--- config.mk ---
export PLATFORM = sky130hd
export DESIGN_NAME = operand_fetch
export DESIGN_NICKNAME = d
export VERILOG_FILES = /design/src/rtl/operand_fetch_pkg.sv /design/src/rtl/reg_scoreboard.sv /design/src/rtl/operand_fetch.sv
export SDC_FILE = /design/constraint.sdc
export NUM_CORES = 1
export LEC_CHECK = 0
export CORE_UTILIZATION = 47
export DETAILED_ROUTE_END_ITERATION = 10
export PLACE_DENSITY = 0.86
export SYNTH_ARGS = -nofsm -noshare
export SYNTH_HDL_FRONTEND = slang
export SYNTH_SLANG_ARGS = --single-unit
export TNS_END_PERCENT = 20
--- constraint.sdc ---
create_clock -name i_clk -period 6.7 [get_ports i_clk]
set_input_delay 0.67 -clock i_clk [delete_from_list [all_inputs] [get_ports i_clk]]
set_output_delay 0.67 -clock i_clk [all_outputs]
set_load 0.01 [all_outputs]
--- src/rtl/operand_fetch_pkg.sv ---
// Shared widths and state encoding for the operand fetch stage.
package operand_fetch_pkg;

  localparam int unsigned XLEN   = 32;
  localparam int unsigned REG_AW = 5;

  typedef enum logic [1:0] {
    EMPTY = 2'd0,
    FRESH = 2'd1,
    HELD  = 2'd2
  } state_e;

endpackage

--- src/rtl/reg_scoreboard.sv ---
// Per-register busy bits for in-flight writes, with a three-way hazard lookup.
module reg_scoreboard
  import operand_fetch_pkg::*;
(
  input  logic              i_clk,
  input  logic              i_rst,
  input  logic              i_ce,
  input  logic              i_set_en,
  input  logic [REG_AW-1:0] i_set_addr,
  input  logic              i_wb_clr_en,
  input  logic [REG_AW-1:0] i_wb_clr_addr,
  input  logic              i_fl_clr_en,
  input  logic [REG_AW-1:0] i_fl_clr_addr,
  input  logic [REG_AW-1:0] i_rs1,
  input  logic [REG_AW-1:0] i_rs2,
  input  logic [REG_AW-1:0] i_rd,
  input  logic              i_rd_we,
  output logic              o_hazard_c
);

  localparam int unsigned NREGS = 1 << REG_AW;

  logic [NREGS-1:0] busy_q, busy_d, busy_eff_c;

  // A writeback landing this cycle already counts as retired for the lookup.
  always_comb begin
    busy_eff_c = busy_q;
    if (i_wb_clr_en) begin
      busy_eff_c[i_wb_clr_addr] = 1'b0;
    end
    o_hazard_c = busy_eff_c[i_rs1] | busy_eff_c[i_rs2] | (i_rd_we & busy_eff_c[i_rd]);
  end

  // Set is applied last so it wins over a same-cycle clear.
  always_comb begin
    busy_d = busy_q;
    if (i_ce) begin
      busy_d = busy_eff_c;
      if (i_fl_clr_en) begin
        busy_d[i_fl_clr_addr] = 1'b0;
      end
      if (i_set_en) begin
        busy_d[i_set_addr] = 1'b1;
      end
      busy_d[0] = 1'b0;
    end
  end

  always_ff @(posedge i_clk or posedge i_rst) begin
    if (i_rst) begin
      busy_q <= '0;
    end else begin
      busy_q <= busy_d;
    end
  end

endmodule

--- src/rtl/operand_fetch.sv ---
// Decode-side operand reader: drives register-file reads, stalls on busy registers,
// forwards same-cycle writebacks and holds operands behind a valid/ready handshake.
module operand_fetch
  import operand_fetch_pkg::*;
(
  input  logic              i_clk,
  input  logic              i_rst,
  input  logic              i_ce,
  input  logic              i_req_valid,
  output logic              o_req_ready,
  input  logic [REG_AW-1:0] i_rs1,
  input  logic [REG_AW-1:0] i_rs2,
  input  logic [REG_AW-1:0] i_rd,
  input  logic              i_rd_we,
  output logic [REG_AW-1:0] o_addr_rd_a,
  output logic [REG_AW-1:0] o_addr_rd_b,
  input  logic [XLEN-1:0]   i_rf_dat_a,
  input  logic [XLEN-1:0]   i_rf_dat_b,
  input  logic              i_wb_we,
  input  logic [REG_AW-1:0] i_wb_addr,
  input  logic [XLEN-1:0]   i_wb_dat,
  input  logic              i_flush,
  output logic              o_op_valid,
  input  logic              i_op_ready,
  output logic [XLEN-1:0]   o_op_a,
  output logic [XLEN-1:0]   o_op_b,
  output logic [REG_AW-1:0] o_op_rd,
  output logic              o_op_rd_we
);

  state_e            state_q, state_d;
  logic              hazard_c, req_ready_c, accept_c, drop_c;
  logic [XLEN-1:0]   fresh_a_c, fresh_b_c;
  logic [REG_AW-1:0] rd_q, rd_d;
  logic              rd_we_q, rd_we_d;
  logic              byp_a_q, byp_a_d, byp_b_q, byp_b_d;
  logic [XLEN-1:0]   byp_dat_a_q, byp_dat_a_d, byp_dat_b_q, byp_dat_b_d;
  logic [XLEN-1:0]   lat_a_q, lat_a_d, lat_b_q, lat_b_d;

  assign o_addr_rd_a = i_rs1;
  assign o_addr_rd_b = i_rs2;

  assign req_ready_c = i_ce & ~i_flush & ~hazard_c & ((state_q == EMPTY) | i_op_ready);
  assign o_req_ready = req_ready_c;
  assign accept_c    = i_req_valid & req_ready_c;
  // Flush only retires the busy bit of an entry execute has not taken.
  assign drop_c      = i_flush & (state_q != EMPTY) & ~i_op_ready & rd_we_q;

  reg_scoreboard u_sb (
    .i_clk         (i_clk),
    .i_rst         (i_rst),
    .i_ce          (i_ce),
    .i_set_en      (accept_c & i_rd_we & (i_rd != '0)),
    .i_set_addr    (i_rd),
    .i_wb_clr_en   (i_wb_we & (i_wb_addr != '0)),
    .i_wb_clr_addr (i_wb_addr),
    .i_fl_clr_en   (drop_c),
    .i_fl_clr_addr (rd_q),
    .i_rs1         (i_rs1),
    .i_rs2         (i_rs2),
    .i_rd          (i_rd),
    .i_rd_we       (i_rd_we),
    .o_hazard_c    (hazard_c)
  );

  // x0 is folded into the bypass path as a forced zero.
  assign fresh_a_c = byp_a_q ? byp_dat_a_q : i_rf_dat_a;
  assign fresh_b_c = byp_b_q ? byp_dat_b_q : i_rf_dat_b;

  always_ff @(posedge i_clk or posedge i_rst) begin
    if (i_rst) begin
      state_q <= EMPTY;
    end else begin
      state_q <= state_d;
    end
  end

  always_comb begin
    state_d = state_q;
    if (i_ce) begin
      if (i_flush) begin
        state_d = EMPTY;
      end else begin
        case (state_q)
          EMPTY:       state_d = accept_c ? FRESH : EMPTY;
          FRESH, HELD: state_d = i_op_ready ? (accept_c ? FRESH : EMPTY) : HELD;
          default:     state_d = EMPTY;
        endcase
      end
    end
  end

  always_comb begin
    o_op_valid = (state_q != EMPTY);
    o_op_a     = lat_a_q;
    o_op_b     = lat_b_q;
    if (state_q == FRESH) begin
      o_op_a = fresh_a_c;
      o_op_b = fresh_b_c;
    end
    o_op_rd    = rd_q;
    o_op_rd_we = rd_we_q;
  end

  always_comb begin
    rd_d        = rd_q;
    rd_we_d     = rd_we_q;
    byp_a_d     = byp_a_q;
    byp_b_d     = byp_b_q;
    byp_dat_a_d = byp_dat_a_q;
    byp_dat_b_d = byp_dat_b_q;
    lat_a_d     = lat_a_q;
    lat_b_d     = lat_b_q;
    if (accept_c) begin
      rd_d        = i_rd;
      rd_we_d     = i_rd_we;
      byp_a_d     = (i_rs1 == '0) | (i_wb_we & (i_wb_addr == i_rs1));
      byp_b_d     = (i_rs2 == '0) | (i_wb_we & (i_wb_addr == i_rs2));
      byp_dat_a_d = (i_rs1 == '0) ? '0 : i_wb_dat;
      byp_dat_b_d = (i_rs2 == '0) ? '0 : i_wb_dat;
    end
    // Register-file data is only valid for one cycle; capture it if execute stalls.
    if (i_ce & (state_q == FRESH) & ~i_op_ready) begin
      lat_a_d = fresh_a_c;
      lat_b_d = fresh_b_c;
    end
  end

  always_ff @(posedge i_clk or posedge i_rst) begin
    if (i_rst) begin
      rd_q        <= '0;
      rd_we_q     <= 1'b0;
      byp_a_q     <= 1'b0;
      byp_b_q     <= 1'b0;
      byp_dat_a_q <= '0;
      byp_dat_b_q <= '0;
      lat_a_q     <= '0;
      lat_b_q     <= '0;
    end else begin
      rd_q        <= rd_d;
      rd_we_q     <= rd_we_d;
      byp_a_q     <= byp_a_d;
      byp_b_q     <= byp_b_d;
      byp_dat_a_q <= byp_dat_a_d;
      byp_dat_b_q <= byp_dat_b_d;
      lat_a_q     <= lat_a_d;
      lat_b_q     <= lat_b_d;
    end
  end

endmodule

# After elaboration in Yosys (flattened, before gate mapping)
# Index checks and enable logic that the tools add are counted.
dict set report op_classes {
  n_addsub 0
  mul 0
  div_mod_pow 0
  order_cmp 8
  eq_ne 4
  shifts 0
  muxes 26
  n_bitwise 28
  reduce_logical 10
}
# cell count
set op_table {}
lappend op_table {{2-to-1 mux 32 bit} 10}
lappend op_table {{bitwise AND 32 bit} 2}
lappend op_table {{NOT 32 bit} 2}
lappend op_table {{OR 32 bit} 1}
lappend op_table {{less-than comparator 5 x 6 -> 1 bit, second input constant} 5}
lappend op_table {{bitwise AND 1 bit} 15}
lappend op_table {{binary-select mux 1 bit (select 5 bit)} 3}
lappend op_table {{demux 1 bit (select 5 bit)} 3}
lappend op_table {{greater-or-equal comparator 5 x 1 -> 1 bit, second input constant} 3}
lappend op_table {{equality test 5 bit} 2}
lappend op_table {{logical NOT 5 bit} 2}
lappend op_table {{nonzero test 5 bit} 2}
lappend op_table {{2-to-1 mux 1 bit} 7}
lappend op_table {{OR 1 bit} 5}
lappend op_table {{2-to-1 mux 2 bit} 2}
lappend op_table {{case mux 2 bit (2 select lines)} 1}
lappend op_table {{logical AND 1 bit} 3}
lappend op_table {{NOT 1 bit} 3}
lappend op_table {{equality test 2 x 1 -> 1 bit, second input constant} 1}
lappend op_table {{equality test 2 bit, second input constant} 1}
lappend op_table {{logical NOT 2 bit} 1}
lappend op_table {{nonzero test 2 bit} 1}
lappend op_table {{OR reduction 2 bit} 1}
dict set report totals {
  reg_bits 169
  latchBits 0
  ramBits 0
  rom_bits 0
  output_inout_bits 82
  n_memories 0
}

# Logic depth before layout (Yosys ltp)
# Gate-level depths: netlist (run 1).
dict set report depth {
  word_depth 19
  mapped_depth 13
}

# Cells and area by module
# Synthesis (run 1) repeated with hierarchy kept, for this count alone.
dict set report unflattened {
  cells_unflattened 1048
  area_unflattened_um2 9462.8
}
# module instances cells_per_inst area_each_um2
set modules_own_cells {}
lappend modules_own_cells {operand_fetch 1 649 6506.2}
lappend modules_own_cells {reg_scoreboard 1 399 2956.6}

# Worst setup path after synthesis (run 1)
# Ideal clock, no wire load.
dict set report synth_timing {
  kind {in2out}
  start {input port i_wb_addr[4]}
  end {output port o_req_ready}
  t_arrival_ns 2.536
  path_slack_ns 3.494
  cell_stages 10
  n_path_buf 3
  path_cell_list {buf_2 -> nand2b_1 -> clkbuf_1 -> buf_2 -> o21ai_0 -> mux4_2 -> a211oi_1 -> o22ai_2 -> o311ai_2 -> nor2_1}
}
dict set report synth_between {
  elab_chain_len 14
}
# item line_no
set synth_lines {}
lappend synth_lines {{start, declared} operand_fetch.sv:20} ;# input logic [REG_AW-1:0] i_wb_addr,
lappend synth_lines {{less-than comparator 5 x 6 -> 1 bit (implied by the code) or greater-or-equal comparator 5 x 1 -> 1 bit (tied branches)} reg_scoreboard.sv:29} ;# busy_eff_c[i_wb_clr_addr] = 1'b0;
lappend synth_lines {{logical AND 1 bit (implied by the code)} reg_scoreboard.sv:29}
lappend synth_lines {{2-to-1 mux 1 bit (implied by the code)} reg_scoreboard.sv:29}
lappend synth_lines {{demux 1 bit (select 5 bit)} --}
lappend synth_lines {{NOT 32 bit (no source line)} --}
lappend synth_lines {{bitwise AND 32 bit (no source line)} --}
lappend synth_lines {{2-to-1 mux 32 bit *} reg_scoreboard.sv:28} ;# if (i_wb_clr_en) begin
lappend synth_lines {{binary-select mux 1 bit (select 5 bit)} reg_scoreboard.sv:31} ;# o_hazard_c = busy_eff_c[i_rs1] | busy_eff_c[i_rs2] | (i_rd_we & busy_eff_c[i_rd]);
lappend synth_lines {{2-to-1 mux 1 bit (implied by the code)} reg_scoreboard.sv:31}
lappend synth_lines {{OR 1 bit or bitwise AND 1 bit (tied branches)} reg_scoreboard.sv:31}
lappend synth_lines {{OR 1 bit *} reg_scoreboard.sv:31}
lappend synth_lines {{NOT 1 bit *} operand_fetch.sv:43} ;# assign req_ready_c = i_ce & ~i_flush & ~hazard_c & ((state_q == EMPTY) | i_op_ready);
lappend synth_lines {{bitwise AND 1 bit * (2 in series)} operand_fetch.sv:43}
lappend synth_lines {{end, declared} operand_fetch.sv:10} ;# output logic o_req_ready,
# Every way passes the cells marked *; elsewhere a longest branch is shown, timed or not. The select of a mux whose other input is x is not followed.

# Final worst setup path (run 1)
# Ends and elaborated chain as after synthesis.

==> out/results.ini, run 1 <==
[logic_synthesis]
synth_top_family_by_area = compound AO/OA/AOI/OAI gates
synth_fa_ha_area_frac = 0.00371
synth.cell_area_um2 = 10100
synth_enable_flop_cells = 0
synth-xor-area-share = 0.0112
syn_inst = 1116
ys_ff_latch = 169
ys_warn_count = 0
synthDistinctLibCells = 63
ys.flop_type = dfrtp_1
async_flop_share = 1.00
syn_area_per_cell_um2 = 9.07
ys_seq_area_frac = 0.418
muxShareOfSynthArea = 0.174
synthesis.nets = 1243
synth_compound_area_frac = 0.185
synth-simple-area-share = 0.128

[global_routing]
antenna_found_initial = 1
grt_usage = 0.284
grt_max_degree = 97
met3_usage = 0.0453
grt_pass1_wl_mm = 48.2
grt_use_met2 = 0.477
top_usage_layer = met2
met1_usage = 0.372
grt_pass1_vias = 8794
overflow = 0

[drt]
vias_per_cell = 5.91
drc_errors = 0
drt_pass1_iterations = 6
first_iter_violations = 735
via_count = 9093
wl_mm = 31.1
drtAntennaViolNets = 0
routedWlPerCell_um = 20.2

[critical_path]
r2r_setup_slack_ps = 3550
reg2reg_from = u_sb.busy_q[21]$_DFFE_PP0P_
critPathMaxFanout = 17
crit_path_end_kind = output port
cp-start-kind = input port
path_class = input port to output port
reg2reg_depth = 8
crit_arrival_ps = 4170
worstPathRequired_ps = 6030
timing.critical_path.from = i_wb_addr[4]

[floorplan]
die-width_um = 149
dieArea_um2 = 22100
rows = 53
core_um2 = 21100
num_io_pins = 206
die-height_um = 149
initial_core_util = 0.480

[timing]
period_share = 0.722
finalSetupViolCount = 0
worst_pin_slew_ps = 1160
fin_crit_ps = 4840
slew_headroom = 0.227
skew_ps = 12.2
finalMaxSlewViolations = 0
final.setup.worst_slack_ps = 1860
clock.fmax_mhz = 207
tns_ps = 0
finalHoldViolations = 0
rsz0062_at_grt = false

[status]
status = finished, final reports clean

[finish]
post-route-util = 0.604
fin_nets = 1376
syn2layout_area_growth_pct = 25.7
drive_above_1_share = 0.0666

[placement]
place.detailed.hpwl_mm = 21.5
place.gp.congestion = 0.937
port-buffer-count = 205
pre_cts_slack_ps = 1850

[power]
peakVddDrop_mv = 0.169
p_leak_nw = 5.54
p_per_area_nw_per_um2 = 268

[clock_network]
clockBufferDepth = 2
tritoncts.num_buffers = 17
clkLatencyLatePin_ps = 430
hold_buffers = 0
clock_sinks = 169
clk_pin_slew_worst_paths_ps = 70
cts_resized = 0
htreeDepth = 4
tritoncts = yes
post_cts_buffers = 0
cts_root_buf = clkbuf_16

[worst_hold_path]
hold_depth = 2
min-delay-start = lat_b_q[26]$_DFFE_PP0P_
hold_path_class = flop to flop

[job]
drv_cap = 0

metrics by stage:
step                cells  hold WS, ps  power, mW  area, um^2
CTS                  1537          487       3.43       12700
floorplan            1116          451       1.94       10100
global route         1537          514       3.60       12700
global placement     1505          463       2.38       12100
finish               1538          484       3.41       12700
detailed placement   1505          471       2.43       12100
cells in the final DEF, fill, tap and decap left out, types with 3 or more instances in the layout:
cell type | netlist | layout
nand3b_1 | 4 | 4
or3_1 | 3 | 3
o22ai_1 | 31 | 31
a31o_2 | 7 | 7
mux2_1 | 8 | 8
buf_4 | 14 | 11
inv_8 | 0 | 3
nand3_1 | 7 | 7
mux4_2 | 12 | 12
nand4bb_1 | 3 | 3
nor2_1 | 91 | 91
nand2_1 | 155 | 154
nand2b_1 | 4 | 4
clkbuf_16 | 0 | 17
o2111ai_1 | 3 | 3
a21boi_0 | 31 | 31
dfrtp_1 | 169 | 167
o21ai_1 | 3 | 3
nand4_1 | 3 | 3
and3_1 | 4 | 4
o21ai_0 | 94 | 94
o21a_1 | 6 | 6
inv_1 | 78 | 77
inv_6 | 0 | 6
nand4b_2 | 3 | 3
mux2_2 | 5 | 5
o221ai_1 | 4 | 4
mux2i_1 | 134 | 134
clkinv_8 | 0 | 5
a21oi_1 | 67 | 67
xnor2_1 | 11 | 11
nor3_1 | 10 | 10
a41o_1 | 24 | 24
clkdlybuf4s50_1 | 0 | 205
o211ai_1 | 3 | 3
routing by layer:
metal | vias to the layer above | share of wire | wire length [um]
li1 | 4182 | - | -
met1 | 4448 | 0.41 | 12900
met2 | 397 | 0.49 | 15200
met3 | 64 | 0.074 | 2310
met4 | 2 | 0.024 | 734
met5 | - | 0.00029 | 9
kinds of logic (layout without fill, tap and decap cells):
| group | Yosys count | in the layout |
|---|---|---|
| DFF | 169 | 169 |
| muxes | 159 | 159 |
| xor gates and xnor gates | 13 | 13 |
| buffers and inverters | 181 | 327 |
| other | 0 | 1 |
| adders and majority gates | 3 | 3 |
| and+or+nand+nor | 297 | 297 |
| AOI/OAI and AO/OA | 294 | 294 |
cell type report:
type | count | area (um^2)
tap | 275 | 344
antenna | 1 | 2.50
timing repair buffer | 217 | 2150
inverter | 78 | 298
multi-input combinational | 766 | 5100
clock buffer | 17 | 425
sequential | 169 | 4230
fill | 1749 | 8360
clock inverter | 15 | 175
registers in the layout, indices dropped and copies added (netlist names), 2 cells and up:
signal,count
o_op_rd,5
lat_b_q,32
byp_dat_b_q,32
state_q,2
u_sb.busy_q,31
lat_a_q,32
byp_dat_a_q,32
power by group:
part           internal [mW]  total (mW)  switching (mW)  leakage (nW)
logic                  0.498       0.979           0.482          3.13
registers               1.27        1.44           0.175          2.12
clock network          0.504       0.993           0.489         0.289
worst max-delay path, stage by stage:
cell	delay, ps
clkdlybuf4s50_1	640
nand2b_1	670
o21ai_0	300
mux2_2	320
a221oi_1	440
a211oi_2	70
o311ai_2	410
nor2_1	130
clkdlybuf4s50_1	530
cell usage after synthesis (4+ instances only):
cell type	n	area (um^2)
dfrtp_1	169	4230
nand2_1	155	582
mux2i_1	134	1340
o21ai_0	94	470
nor2_1	91	342
inv_1	78	293
a21oi_1	67	335
clkbuf_1	65	244
a21boi_0	31	233
o22ai_1	31	194
a41o_1	24	240
buf_4	14	105
mux4_2	12	270
xnor2_1	11	96.3
nor3_1	10	50.1
buf_2	9	45.0
mux2_1	8	90.1
a31o_2	7	61.3
nand3_1	7	35.0
buf_1	6	22.5
o21a_1	6	45.0
buf_8	5	75.1
mux2_2	5	56.3
and3_1	4	25.0
nand2b_1	4	25.0
nand3b_1	4	30.0
o221ai_1	4	35.0
final timing paths:
path | end
max | o_req_ready
min | lat_b_q[26]$_DFFE_PP0P_
max reg2reg | byp_a_q$_DFFE_PP0N_
min reg2reg | lat_b_q[26]$_DFFE_PP0P_
max in group asynchronous | byp_dat_b_q[24]$_DFFE_PP0N_
min in group asynchronous | lat_b_q[1]$_DFFE_PP0P_
Power figures use the tool's default switching activity.
==> inputs of run 2 (changes only) <==
--- a/config.mk
+++ b/config.mk
@@ -7,7 +7,7 @@
 export LEC_CHECK = 0
 export CORE_UTILIZATION = 47
 export DETAILED_ROUTE_END_ITERATION = 10
-export PLACE_DENSITY = 0.86
+export PLACE_DENSITY = 0.89
 export SYNTH_ARGS = -nofsm -noshare
 export SYNTH_HDL_FRONTEND = slang
 export SYNTH_SLANG_ARGS = --single-unit
==> constraint.sdc (replaced) <==
create_clock -name i_clk -period 3.9 [get_ports i_clk]
set_input_delay 0.39 -clock i_clk [delete_from_list [all_inputs] [get_ports i_clk]]
set_output_delay 0.39 -clock i_clk [all_outputs]
set_load 0.01 [all_outputs]
==> out/results.ini, run 2 (synthesized netlist as in run 1, its figures left out) <==
[status]
status = finished, final reports clean

[critical_path]
cp-start-kind = input port
path_class = input port to output port
cp_num_buf_inv = 3
r2r_setup_slack_ps = 1060
cp_top_family = buffers and inverters
crit_arrival_ps = 3400
cpMostUsedCell = clkdlybuf4s50_1
path_cells = clkdlybuf4s50_1 -> buf_4 -> or4b_4 -> o21ai_2 -> mux4_2 -> o221ai_1 -> o22ai_2 -> o311ai_2 -> nor2_1 -> clkdlybuf4s50_1
max_stage_delay_ps = 550
worstPathRequired_ps = 3510
slowest_stage = clkdlybuf4s50_1
reg2reg_from = u_sb.busy_q[21]$_DFFE_PP0P_
critPathMaxFanout = 7
crit_path_end_kind = output port
rr_endpoint = byp_dat_b_q[14]$_DFFE_PP0N_
reg2reg_depth = 10

[finish]
instances_no_fill = 1585
post-route-util = 0.624
syn2layout_area_growth_pct = 29.9
drive_above_1_share = 0.102
layout_commonest_cell = clkdlybuf4s50_1
antenna_cells = 0
fillers = 1663
layout_common_cells = clkdlybuf4s50_1 (204), dfrtp_1 (167), nand2_1 (154), mux2i_1 (134), o21ai_0 (92)
fin_nets = 1424

[global_routing]
grt_pass1_vias = 9491
grt_max_degree = 77
overflow = 0
grt_usage = 0.303
antenna_found_initial = 0
grt_pass1_wl_mm = 51.6

[floorplan]
die-height_um = 149
die-width_um = 149
rows = 53
initial_core_util = 0.480
core_um2 = 21100
num_io_pins = 206
dieArea_um2 = 22100

[timing]
fin_crit_ps = 3790
clock.fmax_mhz = 264
skew_ps = 10.9
whs_ps = 476
finalSetupViolCount = 0
finalMaxSlewViolations = 0
finalHoldViolations = 0
worst_pin_slew_ps = 1130
slew_headroom = 0.244
rsz0062_at_grt = false
period_share = 0.972

[drt]
drt_pass1_iterations = 7
via_count = 9433
first_iter_violations = 647
routedWlPerCell_um = 20.7
wl_mm = 32.9
drc_errors = 0
drtAntennaViolNets = 0
vias_per_cell = 5.95

[clock_network]
tritoncts = yes
htreeDepth = 4
tritoncts.num_buffers = 17
cts_root_buf = clkbuf_16
clock_sinks = 169
clk_pin_slew_worst_paths_ps = 70
clockBufferDepth = 2
clkLatencyLatePin_ps = 440
hold_buffers = 0

[placement]
placed_cells = 1553
place.gp.congestion = 1.01
place.detailed.hpwl_mm = 23.4
port-buffer-count = 205

[power]
peakVddDrop_mv = 0.352
p_per_area_nw_per_um2 = 447
p_leak_nw = 5.79

[job]
drv_cap = 0

[worst_hold_path]
hold_path_class = input port to async pin

## run 2: cell types whose count changed in the layout (fill, tap and decap cells not counted), sizes merged
| cell | before | now |
|---|---|---|
| clkinvlp | 1 | 3 |
| clkinv | 6 | 4 |
| buf | 12 | 60 |
| clkdlybuf4s50 | 205 | 204 |
| diode | 1 | 0 |
| dlymetal6s2s | 0 | 1 |
| inv | 86 | 84 |
| clkbuf | 17 | 19 |
## run 2: layout make-up
type / instances / area [um^2] / area share
multi-input cells: 766 / 5110 / 0.388
flip-flops and latches: 169 / 4230 / 0.322
repair buffers: 265 / 2610 / 0.198
clock buffers: 19 / 443 / 0.0337
well taps: 275 / 344 / 0.0261
inverters: 78 / 297 / 0.0225
clock inverters: 13 / 131 / 0.00998
## run 2: worst max-delay path by stage
stage,from,to,slack [ps],cells past startpoint
finish,i_wb_we,o_req_ready,110,10
global route,i_wb_we,o_req_ready,6,10
CTS,i_wb_addr[0],o_req_ready,50,10
detailed placement,i_wb_addr[0],byp_dat_b_q[14]$_DFFE_PP0N_,-60,13
global placement,i_wb_addr[0],byp_dat_b_q[16]$_DFFE_PP0N_,100,13
floorplan,i_wb_addr[2],o_op_rd[4]$_DFFE_PP0N_,1030,10
## run 2: report_power, final
part	total [mW]	switching [mW]	internal (mW)
clock network	1.65	0.787	0.863
logic	1.75	0.859	0.888
registers	2.49	0.311	2.18
total	5.88	1.96	3.93
## run 2: metal layers
metal  GRT usage  share of wire  vias to the layer above  wire length [um]
met5           0              0                        -                 0
met4       0.137          0.040                        0              1330
met3      0.0615          0.077                       96              2540
met2       0.507           0.48                      493             15900
met1       0.379           0.40                     4584             13100
li1            -              -                     4260                 -
## run 2: timing repair
action,CTS,global route
setup buffers,0,0
resized for setup,0,5
endpoints found under the setup margin,0,1
## run 2: per-stage QoR
| stage | TNS [ps] | cell area (um^2) | setup WS (ps) | power (mW) |
|---|---|---|---|---|
| after detailed placement | -123 | 12600 | -59.2 | 4.23 |
| final | 0 | 13200 | 111 | 5.88 |
| after CTS | 0 | 13200 | 46.1 | 5.89 |
| after floorplan | 0 | 10100 | 1030 | 3.34 |
| after global placement | 0 | 12600 | 104 | 4.13 |
| after global routing | 0 | 13200 | 6.14 | 6.18 |
==> inputs of run 3 (changes only) <==
--- a/config.mk
+++ b/config.mk
@@ -7,7 +7,7 @@
 export LEC_CHECK = 0
 export CORE_UTILIZATION = 47
 export DETAILED_ROUTE_END_ITERATION = 10
-export PLACE_DENSITY = 0.89
+export PLACE_DENSITY = 0.86
 export SYNTH_ARGS = -nofsm -noshare
 export SYNTH_HDL_FRONTEND = slang
 export SYNTH_SLANG_ARGS = --single-unit
==> constraint.sdc (replaced) <==
create_clock -name i_clk -period 3.6 [get_ports i_clk]
set_input_delay 0.36 -clock i_clk [delete_from_list [all_inputs] [get_ports i_clk]]
set_output_delay 0.36 -clock i_clk [all_outputs]
set_load 0.01 [all_outputs]
==> out/results.ini, run 3 (synthesized netlist as in run 1, its figures left out) <==
[finish]
drive_above_1_share = 0.126
fin_nets = 1456
antenna_cells = 0
post-route-util = 0.639
instances_no_fill = 1617
syn2layout_area_growth_pct = 33.0
design_area_um2 = 13500
fillers = 1695
layout_commonest_cell = clkdlybuf4s50_1
layout_common_cells = clkdlybuf4s50_1 (202), dfrtp_1 (167), nand2_1 (154), mux2i_1 (134), o21ai_0 (92)

[placement]
placed_area_um2 = 12800
place.gp.congestion = 1.03
place.detailed.hpwl_mm = 22.6
port-buffer-count = 205
placed_cells = 1585
pre_cts_slack_ps = -185

[power]
p_total_mw = 6.46
swShare = 0.334
power.internal_mw = 4.30
power_switching_mw = 2.16
p_per_area_nw_per_um2 = 479
power_frac_seq = 0.416
comb_power_share = 0.292
peakVddDrop_mv = 0.343
clkPwrFrac = 0.291
p_leak_nw = 5.98

[timing]
slew_headroom = 0.260
finalHoldViolations = 0
rsz0062_at_grt = false
finalMaxSlewViolations = 0
clock.fmax_mhz = 301
final.setup.worst_slack_ps = 280
fin_crit_ps = 3320
period_share = 0.922
skew_ps = 16.8
finalSetupViolCount = 0
worst_pin_slew_ps = 1110

[clock_network]
htreeDepth = 4
clkLatencyLatePin_ps = 430
clock_sinks = 169
post_cts_buffers = 0
tritoncts = yes
hold_buffers = 0
clockBufferDepth = 2
clk_pin_slew_worst_paths_ps = 70
cts_root_buf = clkbuf_16
tritoncts.num_buffers = 17

[drt]
vias_per_cell = 5.78
drc_errors = 0
wl_mm = 30.9
routedWlPerCell_um = 19.1
via_count = 9351
first_iter_violations = 737
drtAntennaViolNets = 0
drt_pass1_iterations = 5

[global_routing]
grt_pass1_wl_mm = 49.1
antenna_found_initial = 0
grt_usage = 0.285
overflow = 0
grt_max_degree = 170
grt_pass1_vias = 9515

[critical_path]
slowest_stage = or4b_4
crit_path_end_kind = flop
crit_arrival_ps = 3670
worstPathRequired_ps = 3950
max_stage_delay_ps = 560
path_cells = clkdlybuf4s50_1 -> buf_4 -> or4b_4 -> o21ai_2 -> mux4_2 -> o221ai_1 -> o22ai_2 -> o311ai_2 -> buf_4 -> nor3b_4 -> buf_12 -> buf_12 -> mux2i_1
critPathMaxFanout = 30
r2r_setup_slack_ps = 780
cp-start-kind = input port
cp_num_buf_inv = 5
cp_top_family = buffers and inverters
path_class = input port to flop

[worst_hold_path]
hold_path_class = input port to async pin

[floorplan]
initial_core_util = 0.480
dieArea_um2 = 22100
die-height_um = 149
die-width_um = 149
rows = 53
core_um2 = 21100
num_io_pins = 206

[job]
drv_cap = 0

[status]
status = finished, final reports clean

## run 3: cell types whose count changed in the layout (fill, tap and decap cells not counted), moves of 2 or more
cell	change
buf_4	+32
nand4bb_2	+2
inv_8	+2
clkinvlp_4	-2
dlygate4sd2_1	+2
clkdlybuf4s50_1	-2
inv_12	+2
nand4bb_1	-2
clkinv_8	+5
inv_6	-4
## run 3: path summary, 6_finish.rpt
kind / from / to / cells past startpoint
max: i_wb_addr[1] / byp_dat_a_q[10]$_DFFE_PP0N_ / 13
min: i_rst / lat_b_q[31]$_DFFE_PP0P_ / 3
max reg2reg: u_sb.busy_q[23]$_DFFE_PP0P_ / byp_dat_a_q[10]$_DFFE_PP0N_ / 10
min reg2reg: lat_a_q[5]$_DFFE_PP0P_ / lat_a_q[5]$_DFFE_PP0P_ / 2
max in group asynchronous: i_rst / u_sb.busy_q[24]$_DFFE_PP0P_ / 3
min in group i_clk: lat_a_q[5]$_DFFE_PP0P_ / lat_a_q[5]$_DFFE_PP0P_ / 2
## run 3: through the flow
step | TNS [ps] | hold WS, ps
after floorplan | 0 | 451
after global placement | -5770 | 462
after detailed placement | -8430 | 472
after CTS | 0 | 489
after global routing | 0 | 507
final | 0 | 443
## run 3: routing by layer
metal	wire length [um]	GRT usage	vias up
met1	12800	0.364	4531
met3	2010	0.0422	86
li1	-	-	4326
met5	0	0	-
met2	14900	0.479	408
met4	1230	0.130	0
## run 3: final cells by class
cell class,count,area (um^2),share of cell area
inverters,78,297,0.0220
clock buffers,17,425,0.0316
well taps,275,344,0.0255
clock inverters,15,209,0.0155
repair buffers,297,2840,0.211
flip-flops and latches,169,4230,0.314
multi-input cells,766,5120,0.380
## run 3: worst reg2reg max path: stages (launching register included)
cell      delay [ps]
dfrtp_1          420
mux4_2           480
or3_1            310
o31ai_1           90
a2111o_1         150
o311ai_2         130
buf_4            200
nor3b_4          220
buf_12           230
buf_12           270
mux2i_1          240
## run 3: repair_timing
item                                    CTS  global route
endpoints found under the setup margin    1             1
gates resized for setup                   6             5
pin swaps                                 0             1
## run 3: power groups by stage
stage               Sequential [mW]  Combinational (mW)  Clock [mW]
floorplan                      2.59                1.03           0
global placement               2.69                1.80           0
detailed placement             2.72                1.88           0
CTS                            2.68                1.89        1.92
global route                   2.74                2.08        2.00
finish                         2.69                1.89        1.88
